$ cat config.mk
export PLATFORM = sky130hd
export DESIGN_NAME = bcd_share_scheduler
export DESIGN_NICKNAME = d
export VERILOG_FILES = /design/src/rtl/bcd_share_pkg.sv /design/src/rtl/digit_scan.sv /design/src/rtl/bcd_share_scheduler.sv
export SDC_FILE = /design/constraint.sdc
export NUM_CORES = 1
export LEC_CHECK = 0
export ABC_AREA = 1
export ABC_CLOCK_PERIOD_IN_PS = 1760
export CAP_MARGIN = 40
export CORE_MARGIN = 3
export CORE_UTILIZATION = 50
export CTS_CLUSTER_DIAMETER = 200
export CTS_CLUSTER_SIZE = 8
export DETAILED_ROUTE_END_ITERATION = 10
export GPL_TIMING_DRIVEN = 0
export PLACE_DENSITY = 0.74
export SLEW_MARGIN = 20
export SYNTH_ARGS = -nofsm -noshare
export SYNTH_HDL_FRONTEND = slang
export SYNTH_SLANG_ARGS = --single-unit
$ cat constraint.sdc
create_clock -name clk -period 1.76 [get_ports clk]
set_clock_uncertainty 0.15 [all_clocks]
set_input_delay 0.176 -clock clk [delete_from_list [all_inputs] [get_ports clk]]
set_output_delay 0.176 -clock clk [all_outputs]
set_load 0.005 [all_outputs]
$ cat src/rtl/bcd_share_pkg.sv
// Shared types and constants for the BCD converter share scheduler.
// Clamp limit, digit count and FSM encoding used by the top and the scan.
package bcd_share_pkg;

    localparam int unsigned VAL_W      = 14;
    localparam int unsigned NUM_DIGITS = 4;
    localparam int unsigned WORD_W     = 4 * NUM_DIGITS;

    localparam logic [VAL_W-1:0] BCD_MAX = 14'd9999;

    typedef enum logic [1:0] {
        IDLE = 2'd0,
        CONV = 2'd1,
        CAPT = 2'd2
    } state_t;

    typedef enum logic {
        SRC_A = 1'b0,
        SRC_B = 1'b1
    } src_t;

    // Saturate a binary value to the largest 4-digit BCD number.
    function automatic logic [VAL_W-1:0] clamp_val(input logic [VAL_W-1:0] v);
        return (v > BCD_MAX) ? BCD_MAX : v;
    endfunction

endpackage

$ cat src/rtl/digit_scan.sv
// Multiplexed 4-digit seven-segment scan: refresh divider, scan index,
// active-low anode decode and leading-zero blanking.
module digit_scan
    import bcd_share_pkg::*;
#(
    parameter int unsigned REFRESH_DIV = 50000,
    parameter int unsigned BLANK       = 1
) (
    input  logic              clk,
    input  logic              rst,
    input  logic [WORD_W-1:0] word,
    output logic [3:0]        an,
    output logic [3:0]        digit
);

    localparam int unsigned CNT_W = $clog2(REFRESH_DIV);

    logic [CNT_W-1:0] cnt;
    logic [1:0]       idx;
    logic [3:0]       nib;
    logic             blank_c;
    logic [3:0]       one_hot;

    // A digit is blanked only when it and every more significant nibble are zero.
    always_comb begin
        nib     = word[{idx, 2'b00} +: 4];
        one_hot = 4'b0001 << idx;
        blank_c = (BLANK != 0) && (idx != 2'd0) &&
                  ((word >> {idx, 2'b00}) == '0);
    end

    always_ff @(posedge clk) begin
        if (rst) begin
            cnt   <= '0;
            idx   <= 2'd0;
            an    <= 4'b1111;
            digit <= 4'd0;
        end else begin
            if (cnt == CNT_W'(REFRESH_DIV - 1)) begin
                cnt <= '0;
                idx <= idx + 2'd1;
            end else begin
                cnt <= cnt + CNT_W'(1);
            end
            an    <= blank_c ? 4'b1111 : ~one_hot;
            digit <= blank_c ? 4'd0 : nib;
        end
    end

endmodule

$ cat src/rtl/bcd_share_scheduler.sv
// Round-robin sharing of one binary-to-BCD converter between two requesters,
// with per-source digit registers feeding a multiplexed display scan.
module bcd_share_scheduler
    import bcd_share_pkg::*;
#(
    parameter int unsigned CONV_WAIT   = 1,
    parameter int unsigned REFRESH_DIV = 50000,
    parameter int unsigned BLANK       = 1
) (
    input  logic             clk,
    input  logic             rst,
    input  logic [VAL_W-1:0] a_val,
    input  logic             a_req,
    output logic             a_ack,
    input  logic [VAL_W-1:0] b_val,
    input  logic             b_req,
    output logic             b_ack,
    input  logic             disp_sel,
    output logic [VAL_W-1:0] bcd_in,
    input  logic [3:0]       cv_ones,
    input  logic [3:0]       cv_tens,
    input  logic [3:0]       cv_hundreds,
    input  logic [3:0]       cv_thousands,
    output logic             busy,
    output logic             ovf,
    output logic [3:0]       an,
    output logic [3:0]       digit
);

    state_t            state;
    src_t              src;
    logic [3:0]        wait_cnt;
    logic              rr_b;
    logic              ovf_src;
    logic [WORD_W-1:0] dig_a;
    logic [WORD_W-1:0] dig_b;
    logic              ovf_a;
    logic              ovf_b;
    logic              grant_b;
    logic [VAL_W-1:0]  sel_val;
    logic [WORD_W-1:0] show_word;

    // B wins when it is the only requester or when the pointer favours it.
    always_comb begin
        grant_b   = b_req && (!a_req || rr_b);
        sel_val   = grant_b ? b_val : a_val;
        show_word = disp_sel ? dig_b : dig_a;
    end

    always_ff @(posedge clk) begin
        if (rst) begin
            state    <= IDLE;
            src      <= SRC_A;
            wait_cnt <= 4'd0;
            rr_b     <= 1'b0;
            ovf_src  <= 1'b0;
            dig_a    <= '0;
            dig_b    <= '0;
            ovf_a    <= 1'b0;
            ovf_b    <= 1'b0;
            bcd_in   <= '0;
            a_ack    <= 1'b0;
            b_ack    <= 1'b0;
            busy     <= 1'b0;
            ovf      <= 1'b0;
        end else begin
            a_ack <= 1'b0;
            b_ack <= 1'b0;
            ovf   <= disp_sel ? ovf_b : ovf_a;
            unique case (state)
                IDLE: begin
                    if (a_req || b_req) begin
                        src      <= grant_b ? SRC_B : SRC_A;
                        bcd_in   <= clamp_val(sel_val);
                        ovf_src  <= (sel_val > BCD_MAX);
                        wait_cnt <= 4'(CONV_WAIT);
                        busy     <= 1'b1;
                        state    <= CONV;
                        if (a_req && b_req) begin
                            rr_b <= ~rr_b;
                        end
                    end
                end
                CONV: begin
                    // Ack is raised here so it is high for exactly the CAPT cycle.
                    if (wait_cnt <= 4'd1) begin
                        state <= CAPT;
                        a_ack <= (src == SRC_A);
                        b_ack <= (src == SRC_B);
                    end else begin
                        wait_cnt <= wait_cnt - 4'd1;
                    end
                end
                CAPT: begin
                    if (src == SRC_A) begin
                        dig_a <= {cv_thousands, cv_hundreds, cv_tens, cv_ones};
                        ovf_a <= ovf_src;
                    end else begin
                        dig_b <= {cv_thousands, cv_hundreds, cv_tens, cv_ones};
                        ovf_b <= ovf_src;
                    end
                    busy  <= 1'b0;
                    state <= IDLE;
                end
                default: state <= IDLE;
            endcase
        end
    end

    digit_scan #(
        .REFRESH_DIV (REFRESH_DIV),
        .BLANK       (BLANK)
    ) u_scan (
        .clk   (clk),
        .rst   (rst),
        .word  (show_word),
        .an    (an),
        .digit (digit)
    );

endmodule

=== Word-level counts from Yosys, hierarchy flattened ===
Cells that the tools add are included.

* Add/sub/neg operators: 3
* $lt $le $gt $ge: 2
* Equality and inequality tests: 6
* Shifts and indexed selects: 3
* Mux-type cells: 13
* Bitwise operators: 5
* Reduce and logical (&&, ||, !) cells: 21

{| class="wikitable"
|+ Operator list
! kind !! number
|-
| 2-to-1 mux 14 bit || 2
|-
| adder 16 x 1 -> 16 bit, second input constant || 1
|-
| equality test 16 bit, second input constant || 1
|-
| zero test 16 bit || 1
|-
| 2-to-1 mux 16 bit || 1
|-
| indexed part select 16 x 5 -> 4 bit || 1
|-
| right shift 16 x 4 -> 16 bit || 1
|-
| > comparator 14 bit, second input constant || 1
|-
| AND reduction 2 bit || 5
|-
| 2-to-1 mux 4 bit || 2
|-
| one-hot mux 4 bit (2 select lines) || 1
|-
| inequality test 2 bit, second input constant || 3
|-
| AND reduction 3 bit || 2
|-
| nonzero test 2 bit || 3
|-
| less-or-equal comparator 4 x 1 -> 1 bit, second input constant || 1
|-
| 2-to-1 mux 2 bit || 2
|-
| NOT 1 bit || 4
|-
| NOT 4 bit || 1
|-
| one-hot mux 2 bit (2 select lines) || 1
|-
| OR reduction 2 bit || 2
|-
| left shift 1 x 2 -> 4 bit, first input constant || 1
|-
| subtractor 4 x 1 -> 4 bit, second input constant || 1
|-
| logical AND 1 bit || 3
|-
| 2-to-1 mux 1 bit || 3
|-
| 8 further kinds || 9
|}

* Register bits: 87
* Input port bits: 49
* Output and inout bits: 26
* Logic and storage cells: 71

=== Depth between registers and ports, before layout ===
Gate-level depths: netlist (run 1).

* Depth in word-level cells: 6
* Mapped depth: 14
* Mapped depth without buffers: 13

=== By module ===
From an unflattened synthesis (run 1), not the netlist that was laid out.

* Cell total of the unflattened synthesis: 562
* Area, all modules: 4042.6 µm²

{| class="wikitable"
|+ By module, submodules not included
! module !! instances !! cells an instance !! area an instance (µm²)
|-
| bcd_share_scheduler || 1 || 369 || 2692.6
|-
| digit_scan || 1 || 193 || 1350.0
|}

=== Least setup slack after synthesis (run 1) ===
Ideal clock, no wire load.

* Path kind: register to register
* From: reg u_scan.idx[0]
* To: reg u_scan.digit[0]
* Setup time: 0.111 ns
* Data arrival time: 1.367 ns
* Setup slack: 0.132 ns
* Cell stages (with the launch flop): 12
* Cell sequence: dfxtp_1 -> buf_4 -> inv_1 -> buf_2 -> o21ai_0 -> nand2_1 -> nor2_1 -> nand2_1 -> nand2_1 -> nand3_2 -> nand2_2 -> nor2_1

* Longest elaborated chain between the ends: 4
* Elaborated cells on any way between the ends: 6
* Classes of those cells: shift: 2; reduce/logical: 4

{| class="wikitable"
|+ Ends and longest elaborated chain
! what !! RTL line !! RTL
|-
| from (decl) || digit_scan.sv:19 || <nowiki>logic [1:0] idx;</nowiki>
|-
| from (signal assigned) || digit_scan.sv:41 || <nowiki>idx <= idx + 2'd1;</nowiki>
|-
| right shift 16 x 4 -> 16 bit || digit_scan.sv:29 || <nowiki>((word >> {idx, 2'b00}) == '0);</nowiki>
|-
| zero test 16 bit || digit_scan.sv:29 ||
|-
| logical AND 1 bit || digit_scan.sv:28 || <nowiki>blank_c = (BLANK != 0) && (idx != 2'd0) &&</nowiki>
|-
| OR reduction 2 bit (no source line) || n/a ||
|-
| to (signal assigned) || digit_scan.sv:46 || <nowiki>digit <= blank_c ? 4'd0 : nib;</nowiki>
|-
| to (decl) || digit_scan.sv:13 || <nowiki>output logic [3:0] digit</nowiki>
|}

Several ways; a longest one is shown, not always the timed one.
A chain may end at the register's enable or synchronous reset.

=== Worst setup path after layout (run 1) ===
* From: reg rr_b
* To: reg bcd_in[3]

* Longest elaborated chain between the ends: 5

{| class="wikitable"
|+ Ends and longest elaborated chain
! what !! RTL line !! RTL
|-
| from (decl) || bcd_share_scheduler.sv:33 || <nowiki>logic rr_b;</nowiki>
|-
| from (signal assigned) || bcd_share_scheduler.sv:80 || <nowiki>rr_b <= ~rr_b;</nowiki>
|-
| logical OR 1 bit * || bcd_share_scheduler.sv:45 || <nowiki>grant_b = b_req && (!a_req || rr_b);</nowiki>
|-
| logical AND 1 bit * || bcd_share_scheduler.sv:45 ||
|-
| 2-to-1 mux 14 bit * || bcd_share_scheduler.sv:46 || <nowiki>sel_val = grant_b ? b_val : a_val;</nowiki>
|-
| > comparator 14 bit || bcd_share_pkg.sv:24 || <nowiki>return (v > BCD_MAX) ? BCD_MAX : v;</nowiki>
|-
| 2-to-1 mux 14 bit * || bcd_share_pkg.sv:24 ||
|-
| to (signal assigned) || bcd_share_scheduler.sv:74 || <nowiki>bcd_in <= clamp_val(sel_val);</nowiki>
|-
| to (decl) || bcd_share_scheduler.sv:19 || <nowiki>output logic [VAL_W-1:0] bcd_in,</nowiki>
|}

Mark *: on every way between the ends. The rest lies on a longest branch, timed or not.

==> flow_metrics.py, run 1 <==
metrics = {
    "timing": {
        "rsz0062_at_grt": "yes",
        "slew_viol_final": 0,
        "min_period_ns": 1.71,
        "worst_pin_slew_ns": 0.612,
        "whs_ns": 0.167,
        "hold_viol_final": 0,
        "fmax_ghz": 0.585,
        "setup_viol": 0,
        "maxSlewHeadroom_pct": 59.2,
        "fin_crit_sh_pct": 97.1,
    },
    "placement": {
        "dpl.hpwl_um": 7310,
        "gp_congestion": 0.862,
        "io_buffers": 73,
        "place_inst": 720,
        "postPlaceCellArea_sq_um": 4800,
    },
    "grt": {
        "grt_pass1_vias": 3633,
        "antenna_found_initial": 0,
        "grt_max_degree": 15,
        "grtUsageTotal_pct": 23.3,
        "grt_pass1_wl_um": 16500,
        "grt.overflow.total": 0,
    },
    "routing": {
        "ant_nets": 0,
        "dr.pass1.iters": 5,
        "avgViaCountPerCell": 5.34,
        "drc_errors": 0,
        "initialDrtViolationCount": 200,
        "drt-wirelength-per-cell_um": 14.0,
        "num_vias": 3997,
        "wirelength_um": 10500,
    },
    "finish": {
        "multiInputGateArea_sq_um": 2060,
        "n_antenna_cell": 0,
        "stdcell_area_sq_um": 5370,
        "num-nets-final": 702,
        "area_growth_pct": 36.0,
        "fin_cells": 749,
        "layout-drive-gt1-share_pct": 16.0,
        "fillers": 642,
        "seq_area_sq_um": 1750,
    },
    "synth": {
        "ys_seq_area_share_pct": 44.1,
        "syn_area_sq_um": 3950,
        "ys_warn_count": 0,
        "syn-num-nets": 604,
        "yosysUniqueCellTypes": 38,
        "yosysTopAreaCellShare_pct": 44.1,
        "post-synth-top-area-cell": "dfxtp_1",
        "synth-seq-cells": 87,
        "synth_cells": 548,
        "synthTopCellsByArea": "dfxtp_1 44%, nand2_1 12%, nand3_1 8.1%",
        "synth.avg_cell_area_sq_um": 7.20,
    },
    "die": {
        "die_h_um": 94.8,
        "start_util_pct": 53.0,
        "num_rows": 31,
        "die_w_um": 94.8,
        "num_io_pins": 75,
        "core_sq_um": 7450,
        "die-area_sq_um": 8990,
    },
    "cts": {
        "clock-sinks": 87,
        "tritoncts": "yes",
        "clk_pin_slew_ns": 0.09,
        "hold_buffers": 0,
        "root_buffer": "clkbuf_8",
        "cts-htree-levels": 3,
        "clk-insertion-delay-late_ns": 0.36,
        "cts_made_buffers": 9,
        "clockBufferDepth": 2,
    },
    "setup_path": {
        "worstSetupEndpointType": "register",
        "crit_fanout": 6,
        "arrival_ns": 1.83,
        "critPathRequiredTime_ns": 1.88,
        "path_class": "register to register",
        "critPathLaunchType": "register",
    },
    "power": {
        "power_mw": 4.70,
        "p_leak_nw": 2.18,
        "ir_drop_v": 0.000780,
        "power_density_nw_per_um2": 876,
    },
    "status": {
        "outcome": "finished clean",
    },
    "worst_hold_path": {
        "min_path_type": "primary input to register",
    },
    "flow_run": {
        "drv_cap": 0,
    },
}
==> registers in the layout (all words and copies together) (netlist names), 2 cells and up <==
signal and cells:
u_scan.an 4, u_scan.digit 4, wait_cnt 4, dig_b 16
u_scan.cnt 16, state 2, u_scan.idx 2, bcd_in 14
dig_a 16
==> worst paths after layout <==
path / slack [ns] / cells after the start / end / from
max: 0.05 / 14 / bcd_in[3]$_SDFFE_PP0P_ / rr_b$_SDFFE_PP0P_
min: 0.17 / 3 / ovf$_SDFF_PP0_ / disp_sel
min reg2reg: 0.30 / 1 / u_scan.cnt[0]$_SDFF_PP0_ / u_scan.cnt[0]$_SDFF_PP0_
max reg2reg: 0.05 / 14 / bcd_in[3]$_SDFFE_PP0P_ / rr_b$_SDFFE_PP0P_
==> critical path, stage by stage (launching register included) <==
cell and delay (ns):
dfxtp_2 0.32, inv_2 0.07, nand2_4 0.09, buf_6 0.15, nand3_2 0.06, nand2_2 0.07, nor2_1 0.09, nand2_1 0.05
nand2_1 0.07, nand2_1 0.06, nand2_2 0.14, buf_6 0.15, nand3_2 0.06, nand2_1 0.06, inv_1 0.03
==> routing by layer <==
| layer | track usage (%) | vias up | share of wire [%] |
|---|---|---|---|
| met2 | 40.3 | 150 | 50 |
| met1 | 27.7 | 1843 | 41 |
| li1 | - | 1977 | - |
| met3 | 6.61 | 27 | 6.9 |
| met5 | 0 | - | 0 |
| met4 | 7.57 | 0 | 2.4 |
==> cells by family (layout without fill, tap and decap cells) <==
kind of cell             after synthesis  in the layout  synth area share (%)
AND/OR/NAND/NOR                      274            274                  30.0
AO/OA/AOI/OAI                         91             91                  12.0
flip-flops                            87             87                  44.1
buffers and inverters                 76            178                  8.40
adder cells (fa/ha/maj)                7              7                  2.22
multiplexers                           7              7                  1.90
XOR/XNOR                               6              6                  1.33
==> where the power goes <==
part	internal, mW	total (mW)	switching [mW]
Combinational	0.451	0.979	0.529
Sequential	2.10	2.17	0.0731
Clock	0.833	1.55	0.715
==> cells in the mapped netlist <==
master      n
nand2_1   128
dfxtp_1    87
nand3_1    64
nor2_1     55
a21oi_1    48
inv_1      47
o21ai_0    31
clkbuf_1   10
buf_2       9
ha_1        7
nor3_1      7
mux2i_1     6
o21ai_1     4
or2_2       4
xor2_1      4
buf_4       3
nand2_2     3
nand4_1     3
a211oi_1    2
clkinv_1    2
inv_2       2
nand2_4     2
nand3_2     2
nor4_1      2
o22ai_1     2
xnor2_1     2
a31oi_1     1
and3_1      1
buf_1       1
buf_12      1
buf_6       1
mux2_4      1
nor2_2      1
o211ai_1    1
o21a_1      1
o21ai_2     1
or2_1       1
or3_1       1
==> metrics by stage <==
stage	worst slack [ns]	TNS [ns]	util, %
6_report	0.0515	0	72.0
5_1_grt	-0.0796	-0.756	72.0
4_1_cts	-0.000588	-0.000588	68.5
3_5_place_dp	-0.451	-13.27	64.5
3_3_place_gp	-0.371	-10.37	64.5
2_1_floorplan	0.132	0	-
==> placed cells by master (no fill, tap or decap), types with 3 or more instances in the layout <==
cell type / netlist / layout
nor3_1: 7 / 6
xor2_1: 4 / 4
nand3_2: 2 / 12
o21ai_0: 31 / 25
ha_1: 7 / 7
mux2i_1: 6 / 6
inv_2: 2 / 4
o21ai_2: 1 / 5
clkdlybuf4s50_1: 0 / 70
nand2_2: 3 / 12
clkbuf_1: 10 / 8
nand3_1: 64 / 52
inv_1: 47 / 45
nand2_1: 128 / 117
nand2_4: 2 / 3
buf_6: 1 / 8
or2_2: 4 / 4
nor2_1: 55 / 48
o21ai_1: 4 / 5
buf_2: 9 / 4
dfxtp_1: 87 / 85
nand4_1: 3 / 3
buf_4: 3 / 13
clkbuf_8: 0 / 10
nor2_2: 1 / 6
a21oi_1: 48 / 48
==> area by class of cell <==
type | instances | share of cell area, %
Buffer | 24 | 3.08
Clock inverter | 5 | 1.52
Sequential cell | 87 | 32.6
Clock buffer | 10 | 2.57
Timing Repair Buffer | 88 | 16.0
Inverter | 51 | 3.64
Multi-Input combinational cell | 385 | 38.4
Tap cell | 99 | 2.31
==> repair_timing <==
item | in CTS | in global routing
gates cloned | 1 | 1
setup endpoints to repair | 51 | 60
gates resized for setup | 27 | 51
setup buffers | 3 | 10
pin swaps | 2 | 21
Note: power is estimated with default switching activity, not from simulation.
==> inputs of run 2 (changes only) <==
- CTS_CLUSTER_SIZE: 8 -> default
- GPL_TIMING_DRIVEN: 0 -> default
==> flow_metrics.py, run 2 (same netlist as run 1, synthesis figures left out) <==
metrics = {
    "cts": {
        "hold_buffers": 0,
        "cts_made_buffers": 9,
        "clockBufferDepth": 2,
        "cts-htree-levels": 3,
        "tritoncts": "yes",
        "clk-insertion-delay-late_ns": 0.34,
        "root_buffer": "clkbuf_8",
        "clock-sinks": 87,
        "clk_pin_slew_ns": 0.08,
    },
    "timing": {
        "worst_pin_slew_ns": 0.319,
        "maxSlewHeadroom_pct": 78.7,
        "hold_viol_final": 0,
        "min_period_ns": 1.63,
        "fin_crit_sh_pct": 92.9,
        "fmax_ghz": 0.612,
        "post-route-worst-setup-slack_ns": 0.125,
        "whs_ns": 0.184,
        "slew_viol_final": 0,
        "setup_viol": 0,
    },
    "grt": {
        "grt.overflow.total": 0,
        "grt_pass1_vias": 3527,
        "antenna_found_initial": 0,
        "grt_max_degree": 28,
        "grt_pass1_wl_um": 15700,
        "grtUsageTotal_pct": 21.8,
    },
    "placement": {
        "pre_cts_slack_ns": -0.322,
        "dpl.hpwl_um": 7200,
        "place_inst": 739,
        "gp_congestion": 0.910,
        "io_buffers": 74,
    },
    "finish": {
        "final_common_cell": "nand2_1",
        "final_util_pct": 71.5,
        "num-nets-final": 713,
        "n_antenna_cell": 0,
        "layout-drive-gt1-share_pct": 15.0,
        "multiInputGateArea_sq_um": 1960,
        "top_regs": "dig_a x16, dig_b x16, u_scan.cnt x16",
        "fin_cells": 760,
        "area_growth_pct": 35.0,
        "mostFrequentLayoutCells": "122 x nand2_1, 85 x dfxtp_1, 73 x clkdlybuf4s50_1",
        "seq_area_sq_um": 1750,
        "fillers": 630,
    },
    "die": {
        "die_h_um": 94.8,
        "core_sq_um": 7450,
        "num_rows": 31,
        "num_io_pins": 75,
        "die-area_sq_um": 8990,
        "die_w_um": 94.8,
        "start_util_pct": 53.0,
    },
    "setup_path": {
        "reg2reg_depth": 8,
        "worstSetupEndpointType": "register",
        "critPathLaunchType": "primary input",
        "cpPeakStageDelay_ns": 0.60,
        "r2r_slack_ns": 0.13,
        "crit_fanout": 7,
        "path_class": "primary input to register",
        "crit_path_top_delay_cell": "clkdlybuf4s50_1",
        "critPathRequiredTime_ns": 1.85,
        "timing.rr.start": "u_scan.idx[0]$_SDFFE_PP0P_",
        "r2r_end": "u_scan.digit[2]$_SDFF_PP0_",
        "path_cells": "clkdlybuf4s50_1 -> buf_4 -> nand3_1 -> nand2_1 -> nand2_1 -> nor2_2 -> nand2_2 -> nand2_2 -> nand2_2 -> nand3_1 -> nand2_1",
        "arrival_ns": 1.72,
    },
    "routing": {
        "dr.pass1.iters": 4,
        "avgViaCountPerCell": 5.07,
        "drc_errors": 0,
        "drt-wirelength-per-cell_um": 12.7,
        "num_vias": 3855,
        "initialDrtViolationCount": 146,
        "ant_nets": 0,
        "wirelength_um": 9650,
    },
    "power": {
        "pwr-share-seq_pct": 50.3,
        "ir_drop_v": 0.000563,
        "p_int_mw": 3.12,
        "power.switching_mw": 1.20,
        "p_clk_share_pct": 27.6,
        "p_leak_nw": 2.21,
        "power_mw": 4.32,
        "power_density_nw_per_um2": 811,
        "comb_power_share_pct": 22.1,
        "swShare_pct": 27.9,
    },
    "worst_hold_path": {
        "hold_depth": 3,
        "hold_start": "disp_sel",
        "min_path_type": "primary input to register",
        "hold_end": "ovf$_SDFF_PP0_",
    },
    "flow_run": {
        "drv_cap": 0,
    },
    "status": {
        "outcome": "finished clean",
    },
}
[run 2: cell count changes in the layout (fill, tap and decap cells not counted), sizes merged]
| cell | previous run | this run |
|---|---|---|
| clkinvlp | 1 | 4 |
| inv | 51 | 48 |
| buf | 27 | 47 |
| clkdlybuf4s50 | 70 | 73 |
| clkbuf | 22 | 12 |
| clkinv | 2 | 3 |
| nand2 | 133 | 134 |
| dlygate4sd2 | 1 | 0 |
| dlymetal6s2s | 2 | 1 |
| bufinv | 2 | 0 |
[run 2: worst max path at each step]
stage	startpoint	to
CTS	rr_b$_SDFFE_PP0P_	bcd_in[8]$_SDFFE_PP0P_
global route	u_scan.cnt[0]$_SDFF_PP0_	u_scan.cnt[14]$_SDFF_PP0_
global placement	disp_sel	u_scan.digit[3]$_SDFF_PP0_
detailed placement	disp_sel	u_scan.digit[2]$_SDFF_PP0_
finish	b_req	bcd_in[12]$_SDFFE_PP0P_
floorplan	u_scan.idx[0]$_SDFFE_PP0P_	u_scan.digit[0]$_SDFF_PP0_
[run 2: power by group through the flow]
stage                     Combinational [mW]  Sequential (mW)  Clock, mW
after floorplan                        0.484             2.21          0
after global placement                 0.892             2.22          0
after detailed placement               0.920             2.22          0
after CTS                              0.922             2.17       1.22
after global routing                    1.06             2.19       1.30
final                                  0.953             2.17       1.19
[run 2: worst max-delay path, delay by kind of cell]
family	cells	cell delay (ns)
buffers and inverters	2	0.79
AND/OR/NAND/NOR	9	0.74
[run 2: area by class of cell]
| cell class | instances | share of cell area, % |
|---|---|---|
| timing repair inverter | 1 | 0.141 |
| clock buffer | 12 | 2.72 |
| clock inverter | 3 | 0.376 |
| sequential | 87 | 32.8 |
| inverter | 51 | 3.66 |
| timing repair buffer | 121 | 21.2 |
| tap | 99 | 2.33 |
| multi-input combinational | 386 | 36.8 |
[run 2: stage by stage]
stage	TNS (ns)	cell area [sq um]
6_report	0	5330
5_1_grt	-0.00799	5330
4_1_cts	0	5190
3_5_place_dp	-6.40	5020
3_3_place_gp	-4.62	5020
2_1_floorplan	0	3950
[run 2: what timing repair did]
item / in CTS / in global routing
gates cloned: 0 / 2
buffers inserted: 0 / 4
pin swaps: 0 / 10
resized for setup: 1 / 34
endpoints found under the setup margin: 1 / 42
[run 2: metal layers]
layer | routed length, um | GRT usage (%) | vias to the layer above
met5 | 0 | 0 | -
met3 | 584 | 6.06 | 10
met4 | 101 | 4.81 | 0
met1 | 4210 | 27.2 | 1733
met2 | 4760 | 37.5 | 110
li1 | - | - | 2002
==> inputs of run 3 (changes only) <==
- HOLD_SLACK_MARGIN: default -> 0.1
==> results of run 3 <==
No change in the layout: final DEF, timing and power equal those of run 2.
